--- src/rtl/mult_share_pkg.sv ---
// Shared types and widths for the multiplier-sharing block.
package mult_share_pkg;

  localparam int MULT_W   = 8;
  localparam int PROD_W   = 16;
  // Widest requester index carried in the stage records (NUM_REQ tops out at 16).
  localparam int MAX_ID_W = 4;

  // Operand record held in the first pipeline stage.
  typedef struct packed {
    logic [MAX_ID_W-1:0] id;
    logic [MULT_W-1:0]   a;
    logic [MULT_W-1:0]   b;
  } mult_op_t;

  // Product record held in the output stage.
  typedef struct packed {
    logic [MAX_ID_W-1:0] id;
    logic [PROD_W-1:0]   product;
  } mult_rsp_t;

endpackage

--- src/rtl/rr_arbiter.sv ---
// rr_arbiter: combinational round-robin picker. The search starts just after
// i_last and wraps; the first asserted request wins. Kept generic so other
// shared-resource blocks can reuse it.
module rr_arbiter #(
  parameter int N     = 4,
  parameter int IDX_W = $clog2(N)
) (
  input  logic [N-1:0]     i_req,
  input  logic [IDX_W-1:0] i_last,
  input  logic             i_en,
  output logic [N-1:0]     o_grant,
  output logic [IDX_W-1:0] o_idx,
  output logic             o_any
);

  logic [N-1:0] w_mask;
  logic [N-1:0] w_req_hi;
  logic [N-1:0] w_pick_src;
  logic [N-1:0] w_onehot;

  // Positions strictly above the last winner get first look.
  genvar gi;
  generate
    for (gi = 0; gi < N; gi++) begin : g_mask
      assign w_mask[gi] = (IDX_W'(gi) > i_last);
    end
  endgenerate

  // If nothing is requesting above the pointer, wrap to the full vector.
  assign w_req_hi   = i_req & w_mask;
  assign w_pick_src = (|w_req_hi) ? w_req_hi : i_req;
  // Isolate the lowest set bit of the chosen vector.
  assign w_onehot   = w_pick_src & (~w_pick_src + N'(1));

  assign o_grant = i_en ? w_onehot : '0;
  assign o_any   = i_en & (|i_req);

  // Encode the one-hot winner into an index.
  always_comb begin
    o_idx = '0;
    for (int i = 0; i < N; i++) begin
      if (w_onehot[i]) begin
        o_idx = IDX_W'(i);
      end
    end
  end

endmodule

--- src/rtl/wallace_tree_multiplier_8x8.sv ---
// wallace_tree_multiplier_8x8: unsigned 8x8 -> 16 combinational multiplier.
// Eight partial-product rows are reduced by layers of 3:2 carry-save adders
// down to two rows, which a single carry-propagate adder then sums.
module wallace_tree_multiplier_8x8 (
  input  logic [7:0]  A,
  input  logic [7:0]  B,
  output logic [15:0] P
);

  logic [15:0] w_pp [8];

  // Partial product row gi is A gated by B[gi], shifted into place.
  genvar gi;
  generate
    for (gi = 0; gi < 8; gi++) begin : g_pp
      assign w_pp[gi] = {8'h00, A & {8{B[gi]}}} << gi;
    end
  endgenerate

  function automatic logic [15:0] csa_sum(input logic [15:0] x, input logic [15:0] y,
                                          input logic [15:0] z);
    return x ^ y ^ z;
  endfunction

  function automatic logic [15:0] csa_carry(input logic [15:0] x, input logic [15:0] y,
                                            input logic [15:0] z);
    return ((x & y) | (x & z) | (y & z)) << 1;
  endfunction

  // Layer 1: 8 rows -> 6
  logic [15:0] w_s_a, w_c_a, w_s_b, w_c_b;
  assign w_s_a = csa_sum  (w_pp[0], w_pp[1], w_pp[2]);
  assign w_c_a = csa_carry(w_pp[0], w_pp[1], w_pp[2]);
  assign w_s_b = csa_sum  (w_pp[3], w_pp[4], w_pp[5]);
  assign w_c_b = csa_carry(w_pp[3], w_pp[4], w_pp[5]);

  // Layer 2: 6 rows -> 4
  logic [15:0] w_s_c, w_c_c, w_s_d, w_c_d;
  assign w_s_c = csa_sum  (w_s_a, w_c_a, w_s_b);
  assign w_c_c = csa_carry(w_s_a, w_c_a, w_s_b);
  assign w_s_d = csa_sum  (w_c_b, w_pp[6], w_pp[7]);
  assign w_c_d = csa_carry(w_c_b, w_pp[6], w_pp[7]);

  // Layer 3: 4 rows -> 3
  logic [15:0] w_s_e, w_c_e;
  assign w_s_e = csa_sum  (w_s_c, w_c_c, w_s_d);
  assign w_c_e = csa_carry(w_s_c, w_c_c, w_s_d);

  // Layer 4: 3 rows -> 2
  logic [15:0] w_s_f, w_c_f;
  assign w_s_f = csa_sum  (w_s_e, w_c_e, w_c_d);
  assign w_c_f = csa_carry(w_s_e, w_c_e, w_c_d);

  // The true product always fits in 16 bits, so the modulo-2^16 sum is exact.
  assign P = w_s_f + w_c_f;

endmodule

--- src/rtl/mult_share_arbiter.sv ---
// mult_share_arbiter: shares one combinational 8x8 multiplier among NUM_REQ
// requesters. Round-robin arbitration feeds an operand register; the tree sits
// between that register and the product register that drives the response.
module mult_share_arbiter
  import mult_share_pkg::*;
#(
  parameter int NUM_REQ = 4,
  parameter int ID_W    = $clog2(NUM_REQ)
) (
  input  logic                        clk,
  input  logic                        rst,
  input  logic [NUM_REQ-1:0]          req_valid,
  output logic [NUM_REQ-1:0]          req_ready,
  input  logic [MULT_W*NUM_REQ-1:0]   req_a,
  input  logic [MULT_W*NUM_REQ-1:0]   req_b,
  output logic                        rsp_valid,
  input  logic                        rsp_ready,
  output logic [ID_W-1:0]             rsp_id,
  output logic [PROD_W-1:0]           rsp_product,
  output logic                        busy
);

  logic              r_s1_valid;
  mult_op_t          r_s1_op;
  logic              r_s2_valid;
  mult_rsp_t         r_s2_rsp;
  logic [ID_W-1:0]   r_last;

  logic              w_adv1;
  logic              w_adv2;
  logic [NUM_REQ-1:0] w_grant;
  logic [ID_W-1:0]   w_grant_idx;
  logic              w_any_grant;
  logic [MULT_W-1:0] w_sel_a;
  logic [MULT_W-1:0] w_sel_b;
  logic [PROD_W-1:0] w_product;
  logic [MULT_W-1:0] w_lane_a [NUM_REQ];
  logic [MULT_W-1:0] w_lane_b [NUM_REQ];

  // The output slot frees up when empty or when the consumer takes it; the
  // operand slot frees up when empty or when it can push into the output slot.
  assign w_adv2 = !r_s2_valid | rsp_ready;
  assign w_adv1 = !r_s1_valid | w_adv2;

  rr_arbiter #(
    .N     (NUM_REQ),
    .IDX_W (ID_W)
  ) u_arb (
    .i_req   (req_valid),
    .i_last  (r_last),
    .i_en    (w_adv1),
    .o_grant (w_grant),
    .o_idx   (w_grant_idx),
    .o_any   (w_any_grant)
  );

  // Grant is already gated by w_adv1, so it is exactly the ready vector.
  assign req_ready = w_grant;

  // Split the packed operand buses into per-requester lanes.
  genvar gi;
  generate
    for (gi = 0; gi < NUM_REQ; gi++) begin : g_lane
      assign w_lane_a[gi] = req_a[MULT_W*gi +: MULT_W];
      assign w_lane_b[gi] = req_b[MULT_W*gi +: MULT_W];
    end
  endgenerate

  // AND-OR select of the granted requester's operands.
  always_comb begin
    w_sel_a = '0;
    w_sel_b = '0;
    for (int i = 0; i < NUM_REQ; i++) begin
      if (w_grant[i]) begin
        w_sel_a = w_sel_a | w_lane_a[i];
        w_sel_b = w_sel_b | w_lane_b[i];
      end
    end
  end

  wallace_tree_multiplier_8x8 u_mult (
    .A (r_s1_op.a),
    .B (r_s1_op.b),
    .P (w_product)
  );

  // Operand stage: load the winner whenever the slot can advance.
  always_ff @(posedge clk) begin
    if (rst) begin
      r_s1_valid <= 1'b0;
      r_s1_op    <= '0;
    end else if (w_adv1) begin
      r_s1_valid <= w_any_grant;
      r_s1_op.id <= MAX_ID_W'(w_grant_idx);
      r_s1_op.a  <= w_sel_a;
      r_s1_op.b  <= w_sel_b;
    end
  end

  // Product stage: capture the tree output; holds steady under backpressure.
  always_ff @(posedge clk) begin
    if (rst) begin
      r_s2_valid       <= 1'b0;
      r_s2_rsp         <= '0;
    end else if (w_adv2) begin
      r_s2_valid       <= r_s1_valid;
      r_s2_rsp.id      <= r_s1_op.id;
      r_s2_rsp.product <= w_product;
    end
  end

  // Round-robin pointer moves only on a completed request handshake.
  always_ff @(posedge clk) begin
    if (rst) begin
      r_last <= ID_W'(NUM_REQ - 1);
    end else if (w_any_grant) begin
      r_last <= w_grant_idx;
    end
  end

  assign rsp_valid   = r_s2_valid;
  assign rsp_id      = r_s2_rsp.id[ID_W-1:0];
  assign rsp_product = r_s2_rsp.product;
  assign busy        = r_s1_valid | r_s2_valid;

  // Index bits above ID_W are always zero for narrower configurations.
  generate
    if (ID_W < MAX_ID_W) begin : g_id_pad
      logic w_unused_id_hi;
      assign w_unused_id_hi = |r_s2_rsp.id[MAX_ID_W-1:ID_W];
    end
  endgenerate

  a_ready_onehot: assert property (@(posedge clk) disable iff (rst) $onehot0(req_ready));

  a_rsp_hold: assert property (@(posedge clk) disable iff (rst)
    (rsp_valid && !rsp_ready) |=> (rsp_valid && $stable(rsp_id) && $stable(rsp_product)));

endmodule

--- config.mk ---
export PLATFORM = sky130hd
export DESIGN_NAME = mult_share_arbiter
export DESIGN_NICKNAME = d
export VERILOG_FILES = /design/src/rtl/mult_share_pkg.sv /design/src/rtl/rr_arbiter.sv /design/src/rtl/wallace_tree_multiplier_8x8.sv /design/src/rtl/mult_share_arbiter.sv
export SDC_FILE = /design/constraint.sdc
export NUM_CORES = 1
export LEC_CHECK = 0
export ABC_AREA = 1
export BUFFER_PORTS_ARGS = -buffer_cell sky130_fd_sc_hd__buf_4
export CAP_MARGIN = 15
export CORE_MARGIN = 2
export CORE_UTILIZATION = 50
export DETAILED_ROUTE_END_ITERATION = 8
export PLACE_DENSITY = 0.79
export SYNTH_ARGS = -nofsm -noshare
export SYNTH_HDL_FRONTEND = slang
export SYNTH_SLANG_ARGS = --single-unit
--- constraint.sdc ---
create_clock -name clk -period 4.9 [get_ports clk]
set_input_delay 0.98 -clock clk [delete_from_list [all_inputs] [get_ports clk]]
set_output_delay 0.98 -clock clk [all_outputs]
set_load 0.02 [all_outputs]
* After elaboration in Yosys (flattened, before gate mapping)
Cells that the tools add are included.
** Storage, ports and cells
- Register bits :: 40
- Input bits :: 71
- Latch bits :: 0
- Bits in read-only memories :: 0
- Output and inout bits :: 24
- Memories kept :: 0
- RAM bits :: 0
- Word-level logic and storage cells :: 94
** Cells by class
- $lt $le $gt $ge :: 4
- Divide/modulo/power cells :: 0
- Multipliers :: 0
- Mux-type cells :: 13
- Reduce and logical (&&, ||, !) cells :: 4
- Add/sub/neg operators :: 2
- Shift-type cells :: 0
- Bitwise logic cells :: 63
- Eq/ne operators :: 0
** Operator list (count)
- $and 15x15->15 :: 10
- $or 15x15->15 :: 10
- $xor 16x16->16 :: 5
- $and 8x8->8 :: 8
- $mux 8 :: 8
- $or 8x8->8 :: 6
- $add 16x16->16 :: 1
- $xor 16x13->16 :: 1
- $xor 16x14->16 :: 1
- $xor 16x15->16 :: 1
- $and 14x15->15 :: 1
- $and 15x14->15 :: 1
- $or 15x10->15 :: 1
- $or 15x13->15 :: 1
- $and 11x13->13 :: 1
- $and 12x13->13 :: 1
- $xor 12x13->13 :: 1
- $and 11x12->12 :: 1
- $xor 11x12->12 :: 1
- $and 8x10->10 :: 1
- $and 9x10->10 :: 1
- $xor 9x10->10 :: 1
- $and 8x9->9 :: 1
- $xor 8x9->9 :: 1
- other kinds (12) :: 21

* Depth between registers and ports, before layout
- Word-level depth :: 15
- Mapped depth :: 20
- Gate-level depth less buffers :: 19

* Hierarchy
Synthesis repeated with hierarchy kept, for this count alone.
** Unflattened totals
- Cell total of the unflattened synthesis :: 664
- Area, all modules :: 4171.5 um^2
** By module, submodules not included
- wallace_tree_multiplier_8x8 :: instances 1, seq. area each 0.0 um^2, area an instance 2078.2 um^2, cells each 310
- mult_share_arbiter :: instances 1, seq. area each 800.8 um^2, area an instance 1965.6 um^2, cells each 326
- rr_arbiter :: instances 1, seq. area each 0.0 um^2, area an instance 127.6 um^2, cells each 28

* Worst setup path after synthesis
No wires, ideal clock.
- Path kind :: reg2reg
- Start :: register r_s1_op[10] (netlist name)
- End :: register r_s2_rsp, in the netlist rsp_product[14]
- Stages on the path, launching flop included :: 19
- Library setup time :: 114 ps
- Period minus slack after synthesis :: 3793 ps
- Slack :: 1107 ps
- Arrival :: 3679 ps
- Required time :: 4786 ps
- Cells stage by stage :: dfxtp_1 clkbuf_1 nand2_1 inv_1 fa_1 inv_1 fa_1 fa_1 fa_1 inv_1 ha_1 nand2_1 a21oi_1 o21ai_0 nand3_1 nand2_1 nand2_1 o21bai_1 inv_1
** Between the ends
- Word-level cells in the longest chain between the ends :: 14
- Elaborated cells between the ends (all ways) :: 51
** RTL lines
- from (decl) :: RTL line mult_share_arbiter.sv:24 : mult_op_t r_s1_op;
- $and 8x8->8 :: RTL line wallace_tree_multiplier_8x8.sv:16 : assign w_pp[gi] = {8'h00, A & {8{B[gi]}}} << gi;
- $and 8x9->9 or $and 8x10->10 (tied branches) :: RTL line wallace_tree_multiplier_8x8.sv:27 : return ((x & y) | (x & z) | (y & z)) << 1;
- $or 15x15->15 :: RTL line wallace_tree_multiplier_8x8.sv:27
- $or 15x10->15 :: RTL line wallace_tree_multiplier_8x8.sv:27
- $and 15x15->15 :: RTL line wallace_tree_multiplier_8x8.sv:27
- $or 15x15->15 (2 in a row) :: RTL line wallace_tree_multiplier_8x8.sv:27
- $and 15x15->15 :: RTL line wallace_tree_multiplier_8x8.sv:27
- $or 15x15->15 (2 in a row) :: RTL line wallace_tree_multiplier_8x8.sv:27
- $and 15x15->15 :: RTL line wallace_tree_multiplier_8x8.sv:27
- $or 15x15->15 (2 in a row) :: RTL line wallace_tree_multiplier_8x8.sv:27
- $add 16x16->16 (*) :: RTL line wallace_tree_multiplier_8x8.sv:55 : assign P = w_s_f + w_c_f;
- to (decl) :: RTL line mult_share_arbiter.sv:26 : mult_rsp_t r_s2_rsp;
Every way passes the cells marked *; elsewhere a longest branch is shown, timed or not.
A chain may end at the register's enable or synchronous reset.

* Worst setup path after layout
- Start :: register r_s1_op[4] (netlist name)
- End :: register r_s2_rsp, in the netlist rsp_product[14]
** Between the ends
- Word-level cells in the longest chain between the ends :: 13
- Elaborated cells between the ends (all ways) :: 33
** RTL lines (RTL line)
- $and 8x8->8 (*) :: wallace_tree_multiplier_8x8.sv:16
- $xor 11x12->12 or $and 11x12->12 (tied branches) :: wallace_tree_multiplier_8x8.sv:22, wallace_tree_multiplier_8x8.sv:27
- $xor 12x13->13 or $or 15x15->15 (tied branches) :: wallace_tree_multiplier_8x8.sv:22, wallace_tree_multiplier_8x8.sv:27
- $and 15x15->15 or $or 15x13->15 (tied branches) :: wallace_tree_multiplier_8x8.sv:27
- $or 15x15->15 or $xor 16x14->16 (tied branches) :: wallace_tree_multiplier_8x8.sv:27, wallace_tree_multiplier_8x8.sv:22
- $or 15x15->15 or $xor 16x15->16 (tied branches) :: wallace_tree_multiplier_8x8.sv:27, wallace_tree_multiplier_8x8.sv:22
- $and 15x15->15 :: wallace_tree_multiplier_8x8.sv:27
- $or 15x15->15 (2 in a row) :: wallace_tree_multiplier_8x8.sv:27
- $and 15x15->15 :: wallace_tree_multiplier_8x8.sv:27
- $or 15x15->15 (2 in a row) :: wallace_tree_multiplier_8x8.sv:27
- $add 16x16->16 (*) :: wallace_tree_multiplier_8x8.sv:55
Marked as above.

==> impl_metrics.csv <==
group,metric,value,unit
setup_path,rr_worst_depth,17,
global_routing,grt_overflow,0,
synth,yosysSeqAreaShare,19.0,%
floorplanning,start_util,51.4,%
final_layout,diodes,0,
clock_network,post_cts_resized,0,
synth,synth-seq-cells,40,
synth,netlist_area,4210,µm²
routing,routed_via_density,4.92,
synth,ys_types,28,
clock_network,holdBufCountCts,0,
global_routing,grt_antenna_before_repair,0,
final_layout,postLayoutCoreUtil,61.1,%
clock_network,htreeDepth,2,
floorplanning,chipWidth,95.7,µm
synth,ys.warnings.count,0,
floorplanning,core,8180,µm²
synth,synth_top_family_by_area,"simple AND/OR/NAND/NOR gates",
setup_path,crit_path_max_fanout,9,
power,irDropWorstVdd,0.146,mV
clock_network,cts_setup_buffers,0,
final_layout,nNetsFinal,817,
placement,place_congestion,0.860,
timing,fin_crit,4.00,ns
worst_hold_path,min_path_type,"reg -> reg",
synth,synth_nets,749,
placement,numPortBuffers,94,
clock_network,cts_buffers,5,
worst_hold_path,hold_depth,2,
synth,synth_xor_area_share,1.25,%
clock_network,path_clk_slew,0.08,ns
routing,drt-initial-drc-count,175,
setup_path,path_class,"reg -> reg",
synth,ys.flop_type,"dfxtp_1",
setup_path,end_kind,"flip-flop",
floorplanning,die_area,9160,µm²
final_layout,drive_gt1_share,19.0,%
placement,dpl.hpwl,8.13,mm
clock_network,clk_path_buf_depth,2,
timing,whs,0.482,ns
synth,synth_compound_area_share,9.28,%
timing,rsz0062_at_grt,"false",
synth,synth_edf_count,0,
routing,drt_wl_total,9.95,mm
final_layout,area_delta_synth_final,18.7,%
global_routing,grt_start_max_net_pins,32,
clock_network,cts_tree,"built",
timing,timing.setup.tns,0,ns
power,fin_total_pwr,1180,µW
run,maxCapViolations,0,
global_routing,grt_pass1_vias,3816,
setup_path,start_kind,"flip-flop",
synth,synth_mux_area_share,0,%
timing,hold_violations,0,
timing,fmax,0.250,GHz
timing,relSlewSlack,47.5,%
synth,syn_avg_cell_area,6.85,µm²
routing,via_count,3874,
clock_network,clkLatencyLatePin,0.30,ns
synth,synth_area_leaders,"dfxtp_1 19%, fa_1 19%, inv_1 12%, nand2_1 11%, ha_1 7.4%",
routing,drtPass1Iterations,4,
floorplanning,fp-row-count,33,
status,outcome,"completed",
routing,wire_per_inst,12.6,µm
synth,synth_top_area_share,19.0,%
synth,synth_top_area_cell,"dfxtp_1",
timing,setup_viol,0,
floorplanning,die_y,95.7,µm
clock_network,clock_sinks,40,
synth,synthAdderAreaFrac,26.0,%
timing,worstMarginPinSlew,0.787,ns
global_routing,grt_pass1_wl,17.2,mm
synth,synth-async-reset-ratio,0,%
timing,post-route-period-util,81.7,%
power,p_leak,0.00303,µW
timing,slew_viol_final,0,
floorplanning,ioPinCount,95,
final_layout,fillCellCount,776,
setup_path,required,5.10,ns
clock_network,root_buffer,"clkbuf_8",
routing,antenna_left,0,
setup_path,arrival,4.20,ns
timing,skew,0.00538,ns
power,powerDensity,237,nW/µm²
synth,yosys.area_share.simple,28.6,%
global_routing,globalRouteTotalUtil,23.7,%
routing,drcViolationCount,0,
synth,synthCells,614,
-- layer usage --
| layer | up-vias | wire [µm] | global-route usage [%] |
|---|---|---|---|
| met1 | 1774 | 4580 | 31.6 |
| met2 | 93 | 4850 | 41.0 |
| met5 | - | 0 | 0 |
| met3 | 15 | 350 | 2.66 |
| met4 | 0 | 170 | 6.43 |
| li1 | 1992 | - | - |
-- synth_stat cells, types with 4 or more instances --
cell      count
o21bai_1      9
dfxtp_1      40
o21ai_0      34
ha_1         25
nand4_1      12
a21oi_1      27
nand2_2       5
nand3_1      38
nand2_1     119
fa_1         39
buf_6         4
nor2_1       70
nor2_2       11
inv_1       129
clkbuf_1     25
-- cell families after synthesis --
logic type / count (synthesis)
AO/OA/AOI/OAI: 73
AND/OR/NAND/NOR: 265
XOR/XNOR: 6
flip-flops: 40
buffers and inverters: 166
adder cells (fa/ha/maj): 64
-- layout make-up --
type                            instances  area, µm²  share of cell area, %
Timing Repair Buffer                   95        713                   14.3
Tap cell                              105        131                   2.63
Sequential cell                        40        801                   16.0
Clock buffer                            5       68.8                   1.38
Inverter                              132        495                   9.92
Clock inverter                          3       46.3                  0.927
Multi-Input combinational cell        408       2740                   54.8
-- worst paths after layout --
| path | startpoint | end | slack [ns] |
|---|---|---|---|
| worst max-delay path | r_s1_op[4]$_SDFFE_PP0N_ | rsp_product[14]$_SDFFE_PP0P_ | 0.90 |
| worst min-delay path | r_s1_valid$_SDFFE_PP0N_ | rsp_valid$_SDFFE_PP0P_ | 0.48 |
| worst max register to register | r_s1_op[4]$_SDFFE_PP0N_ | rsp_product[14]$_SDFFE_PP0P_ | 0.90 |
| worst min register to register | r_s1_valid$_SDFFE_PP0N_ | rsp_valid$_SDFFE_PP0P_ | 0.48 |
-- stage by stage --
step / instance area [µm²] / std cells / worst slack [ns]
detailed placement: 4880 / 780 / 0.914
floorplan: 4210 / 614 / 1.11
global route: 4990 / 788 / 0.537
global placement: 4880 / 780 / 0.939
finish: 4990 / 788 / 0.897
CTS: 4990 / 788 / 0.880
-- report_power, final --
part	leakage (µW)	internal [µW]	switching [µW]
registers	0.000330	367	59.3
clock network	0.0000548	153	127
logic	0.00265	198	277
total	0.00303	718	463
-- state kept, by name, indices dropped and copies added (netlist names) --
name	count
r_s1_op	18
rsp_product	16
r_last	2
rsp_id	2
r_s1_valid	1
rsp_valid	1
-- cell usage in the layout (no fill, tap or decap), drive strengths merged --
| master | Yosys | final |
|---|---|---|
| ha | 25 | 25 |
| xnor2 | 3 | 3 |
| nand2 | 126 | 126 |
| inv | 132 | 133 |
| nor4 | 2 | 2 |
| nand3 | 41 | 41 |
| a21o | 1 | 1 |
| fa | 39 | 39 |
| xor2 | 3 | 3 |
| or2 | 1 | 1 |
| a21oi | 27 | 27 |
| clkbuf | 25 | 5 |
| buf | 9 | 95 |
| bufinv | 0 | 1 |
| clkinvlp | 0 | 1 |
| dfxtp | 40 | 40 |
| nor2 | 83 | 83 |
| o21ai | 36 | 36 |
| o21bai | 9 | 9 |
| nand4 | 12 | 12 |
-- worst max-delay path, cell delays in order, from the launching register on --
cell and delay, ns:
dfxtp_1 0.60, nand2_1 0.12, inv_1 0.10, fa_1 0.41, inv_1 0.09, fa_1 0.40, fa_1 0.47, fa_1 0.54
inv_1 0.04, ha_1 0.35, nand2_1 0.12, a21oi_1 0.07, o21ai_0 0.22, nand3_1 0.11, nand2_1 0.08, nand2_1 0.05
o21bai_1 0.11, inv_1 0.05
No activity file was read; power rests on OpenSTA's default activity.
